### src/rtl/argmax_stream.sv
// Streaming argmax over one float32 vector per AXI4-Stream packet.
// Emits a two-word result packet: winning index, then winning value.
module argmax_stream #(
  parameter int unsigned IDX_W = 16
) (
  input  logic        clk,
  input  logic        rst,
  input  logic [31:0] INPUT_AXIS_TDATA,
  input  logic        INPUT_AXIS_TLAST,
  input  logic        INPUT_AXIS_TVALID,
  output logic        INPUT_AXIS_TREADY,
  output logic [31:0] OUTPUT_AXIS_TDATA,
  output logic        OUTPUT_AXIS_TLAST,
  output logic        OUTPUT_AXIS_TVALID,
  input  logic        OUTPUT_AXIS_TREADY
);

  localparam int unsigned DATA_W = 32;
  localparam logic [IDX_W-1:0] IDX_MAX = '1;

  typedef enum logic [1:0] {
    RECV     = 2'd0,
    SEND_IDX = 2'd1,
    SEND_MAX = 2'd2
  } state_t;

  state_t              state;
  state_t              state_next;
  logic                first;
  logic [IDX_W-1:0]    cnt;
  logic [DATA_W-1:0]   best_val;
  logic [IDX_W-1:0]    best_idx;

  logic                accept;
  logic                out_hs;
  logic                take;
  logic [DATA_W-1:0]   cand_val;
  logic [IDX_W-1:0]    cand_idx;

  logic [DATA_W-1:0]   out_data_d;
  logic                out_last_d;
  logic                out_valid_d;

  // Maps float bits onto an unsigned total order (-NaN lowest, +NaN highest).
  function automatic logic [DATA_W-1:0] order_key(input logic [DATA_W-1:0] f);
    return f[DATA_W-1] ? ~f : (f ^ 32'h8000_0000);
  endfunction

  assign INPUT_AXIS_TREADY = (state == RECV) && !rst;

  assign accept   = INPUT_AXIS_TVALID && (state == RECV);
  assign out_hs   = OUTPUT_AXIS_TVALID && OUTPUT_AXIS_TREADY;
  assign take     = accept &&
                    (first || (order_key(INPUT_AXIS_TDATA) > order_key(best_val)));
  assign cand_val = take ? INPUT_AXIS_TDATA : best_val;
  assign cand_idx = take ? (first ? '0 : cnt) : best_idx;

  always_ff @(posedge clk or posedge rst) begin
    if (rst) begin
      state <= RECV;
    end else begin
      state <= state_next;
    end
  end

  always_comb begin
    state_next = state;
    case (state)
      RECV:     if (accept && INPUT_AXIS_TLAST) state_next = SEND_IDX;
      SEND_IDX: if (out_hs) state_next = SEND_MAX;
      SEND_MAX: if (out_hs) state_next = RECV;
      default:  state_next = RECV;
    endcase
  end

  // Next values for the registered output word; hold unless an event moves them.
  always_comb begin
    out_valid_d = OUTPUT_AXIS_TVALID;
    out_data_d  = OUTPUT_AXIS_TDATA;
    out_last_d  = OUTPUT_AXIS_TLAST;
    case (state)
      RECV: begin
        if (accept && INPUT_AXIS_TLAST) begin
          out_valid_d = 1'b1;
          out_data_d  = DATA_W'(cand_idx);
          out_last_d  = 1'b0;
        end else begin
          out_valid_d = 1'b0;
          out_data_d  = '0;
          out_last_d  = 1'b0;
        end
      end
      SEND_IDX: begin
        if (out_hs) begin
          out_valid_d = 1'b1;
          out_data_d  = best_val;
          out_last_d  = 1'b1;
        end
      end
      SEND_MAX: begin
        if (out_hs) begin
          out_valid_d = 1'b0;
          out_data_d  = '0;
          out_last_d  = 1'b0;
        end
      end
      default: begin
        out_valid_d = 1'b0;
        out_data_d  = '0;
        out_last_d  = 1'b0;
      end
    endcase
  end

  always_ff @(posedge clk or posedge rst) begin
    if (rst) begin
      OUTPUT_AXIS_TVALID <= 1'b0;
      OUTPUT_AXIS_TDATA  <= '0;
      OUTPUT_AXIS_TLAST  <= 1'b0;
    end else begin
      OUTPUT_AXIS_TVALID <= out_valid_d;
      OUTPUT_AXIS_TDATA  <= out_data_d;
      OUTPUT_AXIS_TLAST  <= out_last_d;
    end
  end

  // Running best and saturating element counter; rearmed once the result drains.
  always_ff @(posedge clk or posedge rst) begin
    if (rst) begin
      first    <= 1'b1;
      cnt      <= '0;
      best_val <= '0;
      best_idx <= '0;
    end else if (accept) begin
      first    <= 1'b0;
      best_val <= cand_val;
      best_idx <= cand_idx;
      cnt      <= (cnt == IDX_MAX) ? cnt : cnt + IDX_W'(1);
    end else if ((state == SEND_MAX) && out_hs) begin
      first <= 1'b1;
      cnt   <= '0;
    end
  end

endmodule
### config.mk
export PLATFORM = sky130hd
export DESIGN_NAME = argmax_stream
export DESIGN_NICKNAME = d
export VERILOG_FILES = /design/src/rtl/argmax_stream.sv
export SDC_FILE = /design/constraint.sdc
export NUM_CORES = 1
export LEC_CHECK = 0
export ABC_AREA = 1
export CORE_UTILIZATION = 60
export CTS_CLUSTER_DIAMETER = 120
export DETAILED_ROUTE_END_ITERATION = 7
export HOLD_SLACK_MARGIN = 0.05
export PLACE_DENSITY = 0.88
export REMOVE_ABC_BUFFERS = 1
export SYNTH_ARGS = -nofsm -noshare
export SYNTH_HDL_FRONTEND = slang
export SYNTH_SLANG_ARGS = --single-unit
### constraint.sdc
create_clock -name clk -period 6.2 [get_ports clk]
set_input_delay 0.62 -clock clk [delete_from_list [all_inputs] [get_ports clk]]
set_output_delay 0.62 -clock clk [all_outputs]
set_load 0.02 [all_outputs]
# After elaboration in Yosys (flattened, before gate mapping)
# Index checks and enable logic that the tools add are counted.
[totals]
reg_bits = 101
in_bits = 37
output_inout_bits = 35
word_cells = 57
[op_classes]
addsub = 1
magnitude_cmp = 1
n_eq_ne = 7
muxes = 22
bitwise = 4
n_reduce_logical = 14
[op_table]
columns = ["cell", "count"]
rows = [
  ["$mux 32", 4],
  ["$mux 16", 6],
  ["$pmux 32 s3", 1],
  ["$not 32->32", 2],
  ["$gt 32x32->1", 1],
  ["$add 16x1->16 const B", 1],
  ["$eq 16x16->1 const B", 1],
  ["$logic_and 1x1->1", 6],
  ["$mux 2", 3],
  ["$ne 2x2->1 const B", 3],
  ["$pmux 2 s3", 1],
  ["$reduce_and 2->1", 3],
  ["$mux 1", 5],
  ["$pmux 1 s3", 1],
  ["$reduce_and 3->1", 1],
  ["$eq 2x1->1 const B", 1],
  ["$eq 2x2->1 const B", 1],
  ["$logic_not 2->1", 1],
  ["$ne 2x1->1 const B", 1],
  ["$not 1->1", 2],
  ["$pmux 1 s2", 1],
  ["$reduce_bool 2->1", 1],
  ["$logic_not 1->1", 1],
  ["$logic_or 1x1->1", 1],
]

# Depth between registers and ports, before layout
# Gate-level depths: netlist (run 1).
[logic_depth]
ltp_word = 8
ltp_mapped = 24
ltp_nobuf = 21

# Worst setup path before layout (run 1)
# Ideal clock, no wire load.
[synth_timing]
kind = "input to register"
start = "in INPUT_AXIS_TDATA[31]"
end = "reg best_val[10]"
setup_time_ps = 125
arrival_time_ps = 2669
required_time_ps = 6075
setup_slack_ps = 3406
stages = 15
path_buffers = 3
cell_sequence = "clkbuf_1 buf_2 xor2_1 ha_1 a21oi_1 nor2_1 nor2_1 nand3_1 a21oi_1 nand2_1 nand2_2 nand2_4 nand2_4 buf_6 mux2_4"
[synth_between]
elab_chain_len = 6
word_cells_on_any_way = 7
cone_classes = "order compare (1); mux (1); bitwise (2); reduce/logical (3)"
[synth_lines]
columns = ["element", "line_no", "source"]
rows = [
  ["start, declared", "8", "input logic [31:0] INPUT_AXIS_TDATA,"],
  ["$not 1->1 (no source line) or $not 32->32 (tied branches)", "n/a", ""],
  ["$mux 32 *", "46", "return f[DATA_W-1] ? ~f : (f ^ 32'h8000_0000);"],
  ["$gt 32x32->1 *", "54", "(first || (order_key(INPUT_AXIS_TDATA) > order_key(best_val)));"],
  ["$logic_or 1x1->1 *", "54", ""],
  ["$logic_and 1x1->1 *", "53", "assign take = accept &&"],
  ["$reduce_and 2->1 (no source line) *", "n/a", ""],
  ["end signal, assigned", "136", "best_val <= cand_val;"],
  ["end, declared", "31", "logic [DATA_W-1:0] best_val;"],
]
# Mark *: on every way between the ends. The rest lies on a longest branch, timed or not.
# A chain may end at the register's enable or synchronous reset.

# Final worst setup path (run 1)
[layout_timing]
start = "reg best_val[31]"
end = "reg OUTPUT_AXIS_TDATA[6]"
[layout_between]
elab_chain_len = 8
word_cells_on_any_way = 9
cone_classes = "order compare (1); mux (4); bitwise (2); reduce/logical (2)"
[layout_lines]
columns = ["element", "line_no", "source"]
rows = [
  ["$not 1->1 (no source line) or $not 32->32 (tied branches)", "n/a", ""],
  ["$mux 32 *", "46", ""],
  ["$gt 32x32->1 *", "54", ""],
  ["$logic_or 1x1->1 *", "54", ""],
  ["$logic_and 1x1->1 *", "53", ""],
  ["$mux 16 *", "56", "assign cand_idx = take ? (first ? '0 : cnt) : best_idx;"],
  ["$mux 16 *", "83", "if (accept && INPUT_AXIS_TLAST) begin"],
  ["$pmux 32 s3 *", "81", "case (state)"],
  ["end signal, assigned", "122", "OUTPUT_AXIS_TDATA <= out_data_d;"],
  ["end, declared", "12", "output logic [31:0] OUTPUT_AXIS_TDATA,"],
]
# Marks and branches as above.

==> flow_summary.ini, run 1 <==
[worst_setup_path]
endpoint_kind = flip-flop
crit_top_cell = nand2_1
critical_path_arrival_ns = 4.21
worst-setup-path-type = reg2reg
cp.required_ns = 6.46
timing.critical_path.slowest_cell_delay_ns = 0.81
cp_slowest_cell = dfrtp_1
cp-start-kind = flip-flop
cp_top_family = simple AND/OR/NAND/NOR gates
worstPathMaxFanout = 51
critical_path.cell_chain = buf_4 > xnor2_1 > ha_1 > nand2_1 > nor2_2 > nand2_1 > nor2_1 > nand4_1 > nand2_2 > nand2_4 > nand2_4 > nand2_1 > nand3_1 > nand2_1 > nand2_1 > nand2_1
crit_buf_inv = 1

[logic_synthesis]
synth-warning-count = 0
synth.yosys.seq_area_share_pct = 42.57
avgSynthCellArea_um2 = 8.775
ys_ff_latch = 101
synth_area_um2 = 5941
netlist-cell-type-count = 32
synthCells = 677

[timing]
totalNegativeSetupSlack_ns = 0
final-hold-violation-count = 0
tightest_pin_transition_ns = 0.8988
setup_viol = 0
fmax_mhz = 253.2
post-route-min-period_ns = 3.949
fin_crit_sh_pct = 63.70
grt_setup_unrepaired = false
final.setup_skew_ns = 0.008125
timing.slew.headroom_pct = 40.08
final-max-slew-violation-count = 0

[finish]
layout_commonest_cell = nand2_1
antenna_cells = 0
layout.cells.most_common_list = nand2_1, dfrtp_1, clkdlybuf4s50_1
nets = 806
area_growth_syn_to_layout_pct = 16.45
fillCellCount = 644
fin_util_pct = 73.48
drive_gt1_share_pct = 9.717

[clocking]
cts_tree = done
post-cts-setup-buffer-count = 0
htreeDepth = 3
cts-buffers-inserted = 9
cts.repair.resized = 0
clk-insertion-delay-late_ns = 0.37
clkSinkCount = 101
cts_buffer_depth = 2
clock_root_cell = clkbuf_8
post_cts_clock_slew_at_the_launch_and_capture_registers_of_the_worst_setup_and_hold_paths_ns = 0.09
ctsHoldBuffers = 0

[global_routing]
track_usage_pct = 27.55
global_route.overflow_total = 0
grt_pass1_wl_um = 22130
grt_max_degree = 60
via_count_of_the_first_global_routing_pass = 4796
antenna_found_initial = 0

[routing]
wl_per_cell_um = 15.41
drt_first_iter_violations = 318
routed_wl_um = 13400
drcViolationCount = 0
dr_total_vias = 4731
detailedRoute.firstPassIterationCount = 6
drtAntennaViolNets = 0
routed_via_density = 5.438

[place]
dp_hpwl_um = 9317
finalWeightedCongestion = 0.8753
buffer_ports.inserted = 71

[pwr]
cellPowerDensity_nw_per_um2 = 181.7
power.share.sequential_pct = 52.4
share_comb_of_total_power_pct = 9.7
p_leak_nw = 3.459
vdd_drop_max_mv = 0.1091
power.share.switching_pct = 24.22
pwr-share-clk_pct = 37.9
power.internal_mw = 0.9523
power.switching_mw = 0.3044

[floorplanning]
die-width_um = 101.5
die_h_um = 101.5
placement_rows = 35
design.core.area_um2 = 9415
boundaryPins = 72
dieArea_um2 = 10300
starting_density_of_the_core_pct = 63.10

[job]
max_cap_viol_count = 0

[run_status]
status = completed

[min_path]
hold_class = reg2reg
[sequential cells by signal (all words and copies together) (netlist names)]
register,cells
best_val,32
cnt,16
best_idx,16
OUTPUT_AXIS_TLAST,1
state,2
OUTPUT_AXIS_TVALID,1
OUTPUT_AXIS_TDATA,32
first,1
[worst register-to-register path: stages (launching register included)]
cell	delay, ns
dfrtp_1	0.81
buf_4	0.46
xnor2_1	0.16
ha_1	0.29
nand2_1	0.08
nor2_2	0.17
nand2_1	0.08
nor2_1	0.18
nand4_1	0.14
nand2_2	0.13
nand2_4	0.14
nand2_4	0.63
nand2_1	0.24
nand3_1	0.14
nand2_1	0.07
nand2_1	0.07
nand2_1	0.07
[layout make-up]
type	count	area, um2	area share (%)
inverter	55	209.0	3.020
multi-input combinational	494	3059	44.22
tap	129	161.4	2.333
clock buffer	11	141.4	2.044
clock inverter	5	82.58	1.194
timing repair buffer	75	735.7	10.63
sequential	101	2529	36.55
[final timing paths]
kind | from | endpoint | slack (ns) | cells past startpoint
hold / removal | OUTPUT_AXIS_TDATA[24]$_DFFE_PP0P_ | OUTPUT_AXIS_TDATA[24]$_DFFE_PP0P_ | 0.48 | 2
min in group asynchronous | rst | OUTPUT_AXIS_TDATA[9]$_DFFE_PP0P_ | 0.69 | 2
max in group asynchronous | rst | best_idx[4]$_DFFE_PP0P_ | 4.32 | 3
hold reg to reg | OUTPUT_AXIS_TDATA[24]$_DFFE_PP0P_ | OUTPUT_AXIS_TDATA[24]$_DFFE_PP0P_ | 0.48 | 2
setup reg to reg | best_val[31]$_DFFE_PP0P_ | OUTPUT_AXIS_TDATA[6]$_DFFE_PP0P_ | 2.25 | 16
setup / recovery | best_val[31]$_DFFE_PP0P_ | OUTPUT_AXIS_TDATA[6]$_DFFE_PP0P_ | 2.25 | 16
[through the flow]
step	setup WS [ns]	std cells	power [mW]	cell area [um2]	hold slack [ns]
4_1_cts	2.301	870	1.263	6918	0.4805
2_1_floorplan	2.882	650	0.7379	5792	0.4759
3_3_place_gp	2.439	854	0.7834	6694	0.4532
6_report	2.251	870	1.257	6918	0.4753
5_1_grt	2.018	870	1.301	6918	0.5016
3_5_place_dp	2.257	854	0.7911	6694	0.4576
[cell families after synthesis]
kind of cell | Yosys count | share of synthesized area, %
AND/OR/NAND/NOR | 320 | 23.50
flip-flops | 101 | 42.57
buffers and inverters | 82 | 5.981
XOR/XNOR | 63 | 9.288
AO/OA/AOI/OAI | 49 | 4.381
adder cells (fa/ha/maj) | 33 | 6.950
multiplexers | 29 | 7.329
[power groups by stage]
stage          Sequential [mW]  Combinational, mW  Clock (mW)
2_1_floorplan            0.671             0.0666           0
3_3_place_gp             0.671              0.112           0
3_5_place_dp             0.671              0.120           0
4_1_cts                  0.658              0.122       0.482
5_1_grt                  0.658              0.138       0.505
6_report                 0.658              0.122       0.476
[cell usage after synthesis]
| cell | count | area, um2 |
|---|---|---|
| a31oi_1 | 1 | 6.260 |
| o21ai_2 | 1 | 8.760 |
| nor3_2 | 2 | 20.02 |
| nand3_2 | 1 | 10.01 |
| ha_1 | 33 | 412.9 |
| nand2_4 | 3 | 33.78 |
| nand2_1 | 205 | 769.5 |
| clkbuf_1 | 14 | 52.55 |
| nor2_1 | 22 | 82.58 |
| nor3_1 | 6 | 30.03 |
| nand2_2 | 3 | 18.77 |
| xor2_1 | 32 | 280.3 |
| xnor2_1 | 31 | 271.5 |
| o21ai_1 | 3 | 15.01 |
| mux2_4 | 29 | 435.4 |
| dfrtp_1 | 100 | 2502 |
| buf_6 | 5 | 56.30 |
| a211oi_1 | 1 | 7.510 |
| nor2_2 | 4 | 25.02 |
| o21ai_0 | 11 | 55.05 |
| and2_1 | 16 | 100.1 |
| dfstp_2 | 1 | 26.28 |
| o21a_1 | 2 | 15.01 |
| nor3_4 | 1 | 16.27 |
| nand3_1 | 53 | 265.3 |
| inv_1 | 48 | 180.2 |
| a21oi_1 | 29 | 145.1 |
| a21o_1 | 1 | 7.510 |
| nand4_1 | 4 | 25.02 |
| clkinv_1 | 2 | 7.510 |
| inv_2 | 5 | 18.77 |
| buf_2 | 8 | 40.04 |
[routing by layer]
layer | vias to the layer above | share of wire (%) | global-route usage [%]
met5 | - | 0 | 0
met4 | 0 | 1.9 | 9.588
met3 | 21 | 4.6 | 3.727
met2 | 153 | 50 | 46.41
met1 | 2281 | 43 | 36.64
li1 | 2276 | - | -
Note: power is estimated with default switching activity, not from simulation.
==> run 2: changes to the inputs <==
Settings changed: CORE_UTILIZATION 60 to 51, PLACE_DENSITY 0.88 to 0.8.
Clock period 6.2 ns to 3.57 ns, I/O delays scaled along.
==> run 2 against run 1 <==
Against the previous run:
- via count decreased by 0.34%
- setup slack lost 1.7 ns
- sequential share of layout area decreased by 1.1 points
- register-to-register slack got worse by 1.7 ns
- combinational power increased by 72%
- sequential power increased by 73%
- critical path type unchanged
- die area grew 17%
- cell area grew 3.0%
- sequential cell count stayed put
- non-clock buffer count up 7
- cell count is 2.4% higher
==> flow_summary.ini, run 2 (same netlist as run 1, synthesis figures left out) <==
[clocking]
cts_buffer_depth = 2
ctsHoldBuffers = 0
htreeDepth = 3
cts.repair.resized = 0
cts-buffers-inserted = 9
clk-insertion-delay-late_ns = 0.36
post_cts_clock_slew_at_the_launch_and_capture_registers_of_the_worst_setup_and_hold_paths_ns = 0.07
post-cts-setup-buffer-count = 0
clkSinkCount = 101
clock_root_cell = clkbuf_16
cts_tree = done

[routing]
drtAntennaViolNets = 0
detailedRoute.firstPassIterationCount = 5
routed_via_density = 5.292
drt_first_iter_violations = 229
wl_per_cell_um = 15.06
dr_total_vias = 4715
drcViolationCount = 0
routed_wl_um = 13420

[pwr]
p_leak_nw = 3.555
share_comb_of_total_power_pct = 8.4
power.internal_mw = 1.946
pwr-share-clk_pct = 45.9
vdd_drop_max_mv = 0.2086
power.share.sequential_pct = 45.7
power.switching_mw = 0.5561
cellPowerDensity_nw_per_um2 = 351.0
power.share.switching_pct = 22.23

[worst_setup_path]
critical_path_arrival_ns = 3.26
worst-setup-path-type = reg2reg
cp-start-kind = flip-flop
cp.required_ns = 3.81
endpoint_kind = flip-flop
worstPathMaxFanout = 26

[floorplanning]
boundaryPins = 72
starting_density_of_the_core_pct = 52.25
design.core.area_um2 = 11370
dieArea_um2 = 12080
die-width_um = 109.9
die_h_um = 109.9
placement_rows = 39

[timing]
grt_setup_unrepaired = false
post-route-min-period_ns = 3.015
timing.slew.headroom_pct = 56.95
tightest_pin_transition_ns = 0.6457
fin_crit_sh_pct = 84.46
final.setup_skew_ns = 0.009283
totalNegativeSetupSlack_ns = 0
fmax_mhz = 331.7
holdWs_ns = 0.4695
setup_viol = 0
fin_ws_ns = 0.5549
final-max-slew-violation-count = 0
final-hold-violation-count = 0

[place]
dp_hpwl_um = 9323
place.detailed.instances = 875
buffer_ports.inserted = 71
post-place-ws_ns = 0.3937
finalWeightedCongestion = 0.8113

[job]
max_cap_viol_count = 0

[finish]
layoutNonFillerInstCount = 891
layout_commonest_cell = nand2_1
fin_util_pct = 62.68
nets = 813
largestRegisters = OUTPUT_AXIS_TDATA: 32 flops, best_val: 32 flops
fillCellCount = 965
layout.cells.most_common_list = nand2_1, dfrtp_1, clkdlybuf4s50_1
antenna_cells = 0
area_growth_syn_to_layout_pct = 19.97
drive_gt1_share_pct = 10.56

[global_routing]
via_count_of_the_first_global_routing_pass = 4688
global_route.overflow_total = 0
track_usage_pct = 24.03
grt_pass1_wl_um = 22240
antenna_found_initial = 0
grt_max_degree = 53

[min_path]
hold_class = in2async

[run_status]
status = completed
==> run 2: metal layers <==
metal  routed length, um  track usage, %  vias up
met3                 610           4.031       23
li1                    -               -     2287
met1                5907           31.80     2285
met5                   0               0        -
met4                 226           7.143        0
met2                6674           40.27      120
==> run 2: power by group through the flow <==
stage          clock network (mW)  registers (mW)  logic [mW]
2_1_floorplan                   0            1.17       0.116
3_3_place_gp                    0            1.17       0.198
3_5_place_dp                    0            1.17       0.208
4_1_cts                      1.16            1.14       0.212
5_1_grt                      1.22            1.14       0.237
6_report                     1.15            1.14       0.210
==> run 2: final timing paths <==
check | cells after the start | end | slack, ns | startpoint
worst min-delay path | 2 | OUTPUT_AXIS_TDATA[27]$_DFFE_PP0P_ | 0.47 | rst
worst max-delay path | 13 | best_val[29]$_DFFE_PP0P_ | 0.55 | best_val[31]$_DFFE_PP0P_
max in group asynchronous | 3 | best_val[26]$_DFFE_PP0P_ | 2.23 | rst
min in group clk | 2 | OUTPUT_AXIS_TDATA[24]$_DFFE_PP0P_ | 0.47 | OUTPUT_AXIS_TDATA[24]$_DFFE_PP0P_
worst min register to register | 2 | OUTPUT_AXIS_TDATA[24]$_DFFE_PP0P_ | 0.47 | OUTPUT_AXIS_TDATA[24]$_DFFE_PP0P_
worst max register to register | 13 | best_val[29]$_DFFE_PP0P_ | 0.55 | best_val[31]$_DFFE_PP0P_
==> run 2: area by class of cell <==
| type | count | area (um2) | share of cell area [%] |
|---|---|---|---|
| multi-input cells | 494 | 3059 | 42.92 |
| clock buffers | 11 | 242.7 | 3.406 |
| repair buffers | 82 | 800.8 | 11.24 |
| inverters | 55 | 209.0 | 2.932 |
| clock inverters | 5 | 107.6 | 1.510 |
| well taps | 143 | 178.9 | 2.511 |
| flip-flops and latches | 101 | 2529 | 35.48 |
==> run 2: metrics by stage <==
stage	power [mW]	cell area, um2
floorplan	1.282	5792
global placement	1.364	6777
detailed placement	1.374	6777
CTS	2.513	7127
global route	2.595	7127
finish	2.502	7127
==> run 2: worst max-delay path: stages, from the launching register on <==
cell     delay, ns
dfrtp_1       0.35
buf_4         0.39
xnor2_1       0.15
ha_1          0.31
nand2_1       0.07
nor2_1        0.17
nand2_1       0.12
nor2_1        0.16
nand4_1       0.12
nand2_2       0.11
nand2_4       0.14
nand2_4       0.13
buf_4         0.32
mux2_4        0.34
